### src/rtl/vga_bounce_box.sv
// Pixel generator behind vga_control: a solid square that bounces around the active area.
// Colour and syncs share a 2-cycle pipeline so they stay aligned at the pins.
module vga_bounce_box #(
    parameter int unsigned H_ACTIVE  = 640,
    parameter int unsigned V_ACTIVE  = 480,
    parameter int unsigned BOX_SIZE  = 32,
    parameter int unsigned STEP      = 2,
    parameter int unsigned INIT_X    = 0,
    parameter int unsigned INIT_Y    = 0,
    parameter logic [2:0]  BG_COLOR  = 3'b001,
    parameter logic [2:0]  BOX_COLOR = 3'b110
) (
    input  logic       clk_25,
    input  logic       reset,
    input  logic [9:0] h_count,
    input  logic [9:0] v_count,
    input  logic       bright,
    input  logic       h_sync_in,
    input  logic       v_sync_in,
    output logic [2:0] rgb,
    output logic       hs,
    output logic       vs,
    output logic       frame_tick
);

    localparam logic [10:0] HA     = 11'(H_ACTIVE);
    localparam logic [10:0] VA     = 11'(V_ACTIVE);
    localparam logic [10:0] SZ     = 11'(BOX_SIZE);
    localparam logic [10:0] ST     = 11'(STEP);
    localparam logic [9:0]  ST10   = 10'(STEP);
    localparam logic [9:0]  X_MAX  = 10'(H_ACTIVE - BOX_SIZE);
    localparam logic [9:0]  Y_MAX  = 10'(V_ACTIVE - BOX_SIZE);
    localparam logic [9:0]  X_INIT = 10'(INIT_X);
    localparam logic [9:0]  Y_INIT = 10'(INIT_Y);
    localparam logic [9:0]  V_TRIG = 10'(V_ACTIVE);

    // dir_*_q: 1 = moving towards larger coordinates
    logic [9:0] box_x_q, box_x_d, box_y_q, box_y_d;
    logic       dir_x_q, dir_x_d, dir_y_q, dir_y_d;
    logic       in_box_q, bright_q, hs_q, vs_q;
    logic       trigger, in_box;

    assign trigger = (h_count == 10'd0) && (v_count == V_TRIG);

    // 11-bit compares so box edge + size never wraps
    assign in_box = ({1'b0, h_count} >= {1'b0, box_x_q}) &&
                    ({1'b0, h_count} <  ({1'b0, box_x_q} + SZ)) &&
                    ({1'b0, v_count} >= {1'b0, box_y_q}) &&
                    ({1'b0, v_count} <  ({1'b0, box_y_q} + SZ));

    always_comb begin
        box_x_d = box_x_q;
        box_y_d = box_y_q;
        dir_x_d = dir_x_q;
        dir_y_d = dir_y_q;
        if (trigger) begin
            if (dir_x_q) begin
                if (({1'b0, box_x_q} + ST + SZ) > HA) begin
                    box_x_d = X_MAX;
                    dir_x_d = 1'b0;
                end else begin
                    box_x_d = box_x_q + ST10;
                end
            end else begin
                if ({1'b0, box_x_q} < ST) begin
                    box_x_d = '0;
                    dir_x_d = 1'b1;
                end else begin
                    box_x_d = box_x_q - ST10;
                end
            end
            if (dir_y_q) begin
                if (({1'b0, box_y_q} + ST + SZ) > VA) begin
                    box_y_d = Y_MAX;
                    dir_y_d = 1'b0;
                end else begin
                    box_y_d = box_y_q + ST10;
                end
            end else begin
                if ({1'b0, box_y_q} < ST) begin
                    box_y_d = '0;
                    dir_y_d = 1'b1;
                end else begin
                    box_y_d = box_y_q - ST10;
                end
            end
        end
    end

    always_ff @(posedge clk_25) begin
        if (reset) begin
            box_x_q    <= X_INIT;
            box_y_q    <= Y_INIT;
            dir_x_q    <= 1'b1;
            dir_y_q    <= 1'b1;
            in_box_q   <= 1'b0;
            bright_q   <= 1'b0;
            hs_q       <= 1'b1;
            vs_q       <= 1'b1;
            rgb        <= 3'b000;
            hs         <= 1'b1;
            vs         <= 1'b1;
            frame_tick <= 1'b0;
        end else begin
            box_x_q    <= box_x_d;
            box_y_q    <= box_y_d;
            dir_x_q    <= dir_x_d;
            dir_y_q    <= dir_y_d;
            in_box_q   <= in_box;
            bright_q   <= bright;
            hs_q       <= h_sync_in;
            vs_q       <= v_sync_in;
            rgb        <= !bright_q ? 3'b000 : (in_box_q ? BOX_COLOR : BG_COLOR);
            hs         <= hs_q;
            vs         <= vs_q;
            frame_tick <= trigger;
        end
    end

endmodule

### config.mk
export PLATFORM = sky130hd
export DESIGN_NAME = vga_bounce_box
export DESIGN_NICKNAME = d
export VERILOG_FILES = /design/src/rtl/vga_bounce_box.sv
export SDC_FILE = /design/constraint.sdc
export NUM_CORES = 1
export LEC_CHECK = 0
export ABC_AREA = 1
export BUFFER_PORTS_ARGS = -buffer_cell sky130_fd_sc_hd__buf_2
export CAP_MARGIN = 20
export CORE_MARGIN = 1
export CORE_UTILIZATION = 60
export DETAILED_ROUTE_END_ITERATION = 10
export GPL_TIMING_DRIVEN = 0
export HOLD_SLACK_MARGIN = 0.15
export PLACE_DENSITY = 0.81
export SLEW_MARGIN = 20
export SYNTH_ARGS = -nofsm -noshare
export SYNTH_HDL_FRONTEND = slang
export SYNTH_SLANG_ARGS = --single-unit
export TNS_END_PERCENT = 10
### constraint.sdc
create_clock -name clk_25 -period 2.6 [get_ports clk_25]
set_input_delay 0.13 -clock clk_25 [delete_from_list [all_inputs] [get_ports clk_25]]
set_output_delay 0.13 -clock clk_25 [all_outputs]
set_load 0.02 [all_outputs]
==> metrics.md <==
| Metric | Value |
|---|---|
| Clock transition at path regs | 0.06 ns |
| Initial antenna violation count | 0 |
| Peak supply drop | 0.253 mV |
| Routed via count | 3238 |
| Core Footprint | 4750 sq um |
| Pwr/cell area | 277 nW/um^2 |
| CTS root buf | clkbuf_8 |
| Max Clock Freq | 419 MHz |
| Number of global-route vias before repair | 3012 |
| Max Buffers Root-to-Sink | 2 |
| GR peak layer | met2 |
| Final Slew Violations | 0 |
| Hold WC Path Type | register to register |
| Leakage | 1.64 nW |
| CTS tree | done |
| Drt initial violations | 227 |
| EDFF count, synth | 0 |
| CP Launch Type | register |
| Ant. Diodes | 0 |
| Final nets | 574 |
| Reg2reg start | box_x_q[5]$_SDFFE_PP0P_ |
| Die X | 72.5 um |
| Critical Path Source | box_x_q[5]$_SDFFE_PP0P_ |
| Setup slack, reg-to-reg | 0.21 ns |
| Register area share after synthesis | 0.195 |
| Die Area | 5260 sq um |
| Initial DRT Pass Iterations | 5 |
| Status | finished clean |
| Final hold violation count | 0 |
| Max Fanout on Critical Path | 9 |
| Total CTS buffers | 5 |
| Headroom to the max-slew limit | 0.649 |
| Crit-path slowest cell | dfxtp_1 |
| Worst-skew pair later-pin latency | 0.29 ns |
| Critical Path Sink Type | register |
| Most common cell after layout, fill and taps aside | nand2_1 |
| Post-layout min period | 2.39 ns |
| Fin crit share | 0.917 |
| Most used DFF post-synth | dfxtp_1 |
| GR Util met3 | 0.0431 |
| First-pass GRT wire length | 12.9 mm |
| CP Data Required Time | 2.74 ns |
| WS Path Type | register to register |
| PortBufs | 30 |
| Final Skew | 0.0104 ns |
| Clock sink total | 29 |
| Drt wl/cell | 13.1 um |
| Synth warn | 0 |
| Cell area after synthesis | 2980 sq um |
| RePlAce Congestion | 0.908 |
| Worst hold start | in_box_q$_SDFF_PP0_ |
| WL final | 7.58 mm |
| Maxcap violations | 0 |
| DRC | 0 |
| Setup TNS | 0 ns |
| Met1 GRT Util | 0.362 |
| Largest net degree at the start of global routing | 11 |
| Post-DP HPWL | 5.84 mm |
| Met2 Track Usage GR | 0.546 |
| Crit-path max cell delay | 0.55 ns |
| Post-Syn Nets | 532 |
| Mean Syn Cell Area | 6.36 sq um |
| Final setup violation count | 0 |
| Worst slew pin tran | 0.526 ns |
| RSZ-0062 raised after global routing | false |
| Gr usage total | 0.310 |
| Io pins | 31 |
| Vias/cell | 5.59 |
| Overflow after GRT | 0 |
| Num rows | 25 |
| Share of cells above drive strength 1 | 0.129 |
| Die Height | 72.5 um |
| Crit path DAT | 2.53 ns |
| Synth-to-layout area growth | 12.3% |
| Commonest non-fill, non-tap cells in the layout | nand2_1 (104), nor2_1 (54), inv_1 (47) |
| Post-route ant nets | 0 |
| Asr flop ratio synth | 0 |
| H-tree Lvls | 2 |
| CTS-repair resized insts | 0 |
| Fin Hold WS | 0.413 ns |
| FF+latch count, synth | 29 |
| Initial Util | 0.628 |
| Netlist cell types | 41 |
| Synthesized instance count | 469 |
| CP Cell Sequence | inv_1 -> ha_1 -> inv_1 -> ha_1 -> nand2_1 -> o41ai_1 -> nor2_1 |
-- worst paths after layout --
kind                               to  cells after the start
setup / recovery  in_box_q$_SDFF_PP0_                      7
hold / removal      rgb[0]$_SDFF_PP0_                      1
setup reg to reg  in_box_q$_SDFF_PP0_                      7
hold reg to reg     rgb[0]$_SDFF_PP0_                      1
-- area by class of cell --
type / count / area [sq um]
tap: 67 / 83.8
clock buffer: 6 / 72.6
sequential: 29 / 581
buffer: 16 / 105
inverter: 54 / 203
fill: 452 / 1400
multi-input combinational: 370 / 2100
clock inverter: 2 / 10.0
timing repair buffer: 35 / 200
-- logic make-up (layout without fill, tap and decap cells) --
family	Yosys count	in the layout	share of synthesized area
buffers and inverters	70	113	0.103
AOI/OAI and AO/OA	90	90	0.162
and+or+nand+nor	223	223	0.325
adders and majority gates	38	38	0.159
DFF	29	29	0.195
xor gates and xnor gates	19	19	0.0558
-- registers in the layout, summed over array words and instances, names as in the netlist --
register and flops:
box_x_q 9, dir_y_q 1, vs_q 1, bright_q 1, hs 1, dir_x_q 1, rgb 2, vs 1
hs_q 1, frame_tick 1, in_box_q 1, box_y_q 9
-- routing by layer --
metal  vias up  part of all wire
met5         -                 0
met4         0             0.041
met3        31             0.049
met2       119              0.49
met1      1458              0.42
li1       1630                 -
-- what timing repair did --
item | in CTS | in global routing
hold buffers | 5 | 0
hold endpoints to repair | 4 | 0
buffers inserted | 0 | 0
-- synth_stat cells, types with 3 or more instances --
cell	count	area (sq um)
nand2_1	104	390
nor2_1	54	203
inv_1	47	176
a21oi_1	43	215
ha_1	38	475
nand3_1	33	165
o21ai_0	31	155
dfxtp_1	29	581
xor2_1	16	140
nor3_1	6	30.0
inv_2	5	18.8
nand4_1	5	31.3
or2_2	5	31.3
buf_4	4	30.0
clkbuf_1	4	15.0
o21ai_1	4	20.0
a31oi_1	3	18.8
buf_2	3	15.0
nand3_2	3	30.0
nor4_1	3	18.8
xnor2_1	3	26.3
-- through the flow --
| step | setup slack (ns) | power [W] | util | std cells | instance area, sq um |
|---|---|---|---|---|---|
| after global routing | 0.0915 | 0.000969 | 0.705 | 579 | 3350 |
| after floorplan | 0.741 | 0.000525 | - | 469 | 2980 |
| after CTS | 0.257 | 0.000927 | 0.705 | 579 | 3350 |
| after detailed placement | 0.252 | 0.000568 | 0.677 | 566 | 3220 |
| after global placement | 0.274 | 0.000564 | 0.677 | 566 | 3220 |
| final | 0.215 | 0.000929 | 0.705 | 579 | 3350 |
-- report_power, final --
group / internal, W / switching [W] / total [W]
Combinational: 0.0000541 / 0.0000621 / 0.000116
Sequential: 0.000449 / 0.00000118 / 0.000450
Clock: 0.000185 / 0.000177 / 0.000362
Total: 0.000688 / 0.000241 / 0.000929
-- critical path: cells and delay by family, from the launching register on --
family                     cells  cell delay, ns
AOI/OAI and AO/OA              1            0.52
adders and majority gates      2            0.64
buffers and inverters          2            0.31
DFF                            1            0.55
and+or+nand+nor                2            0.22
Power figures use the tool's default switching activity.
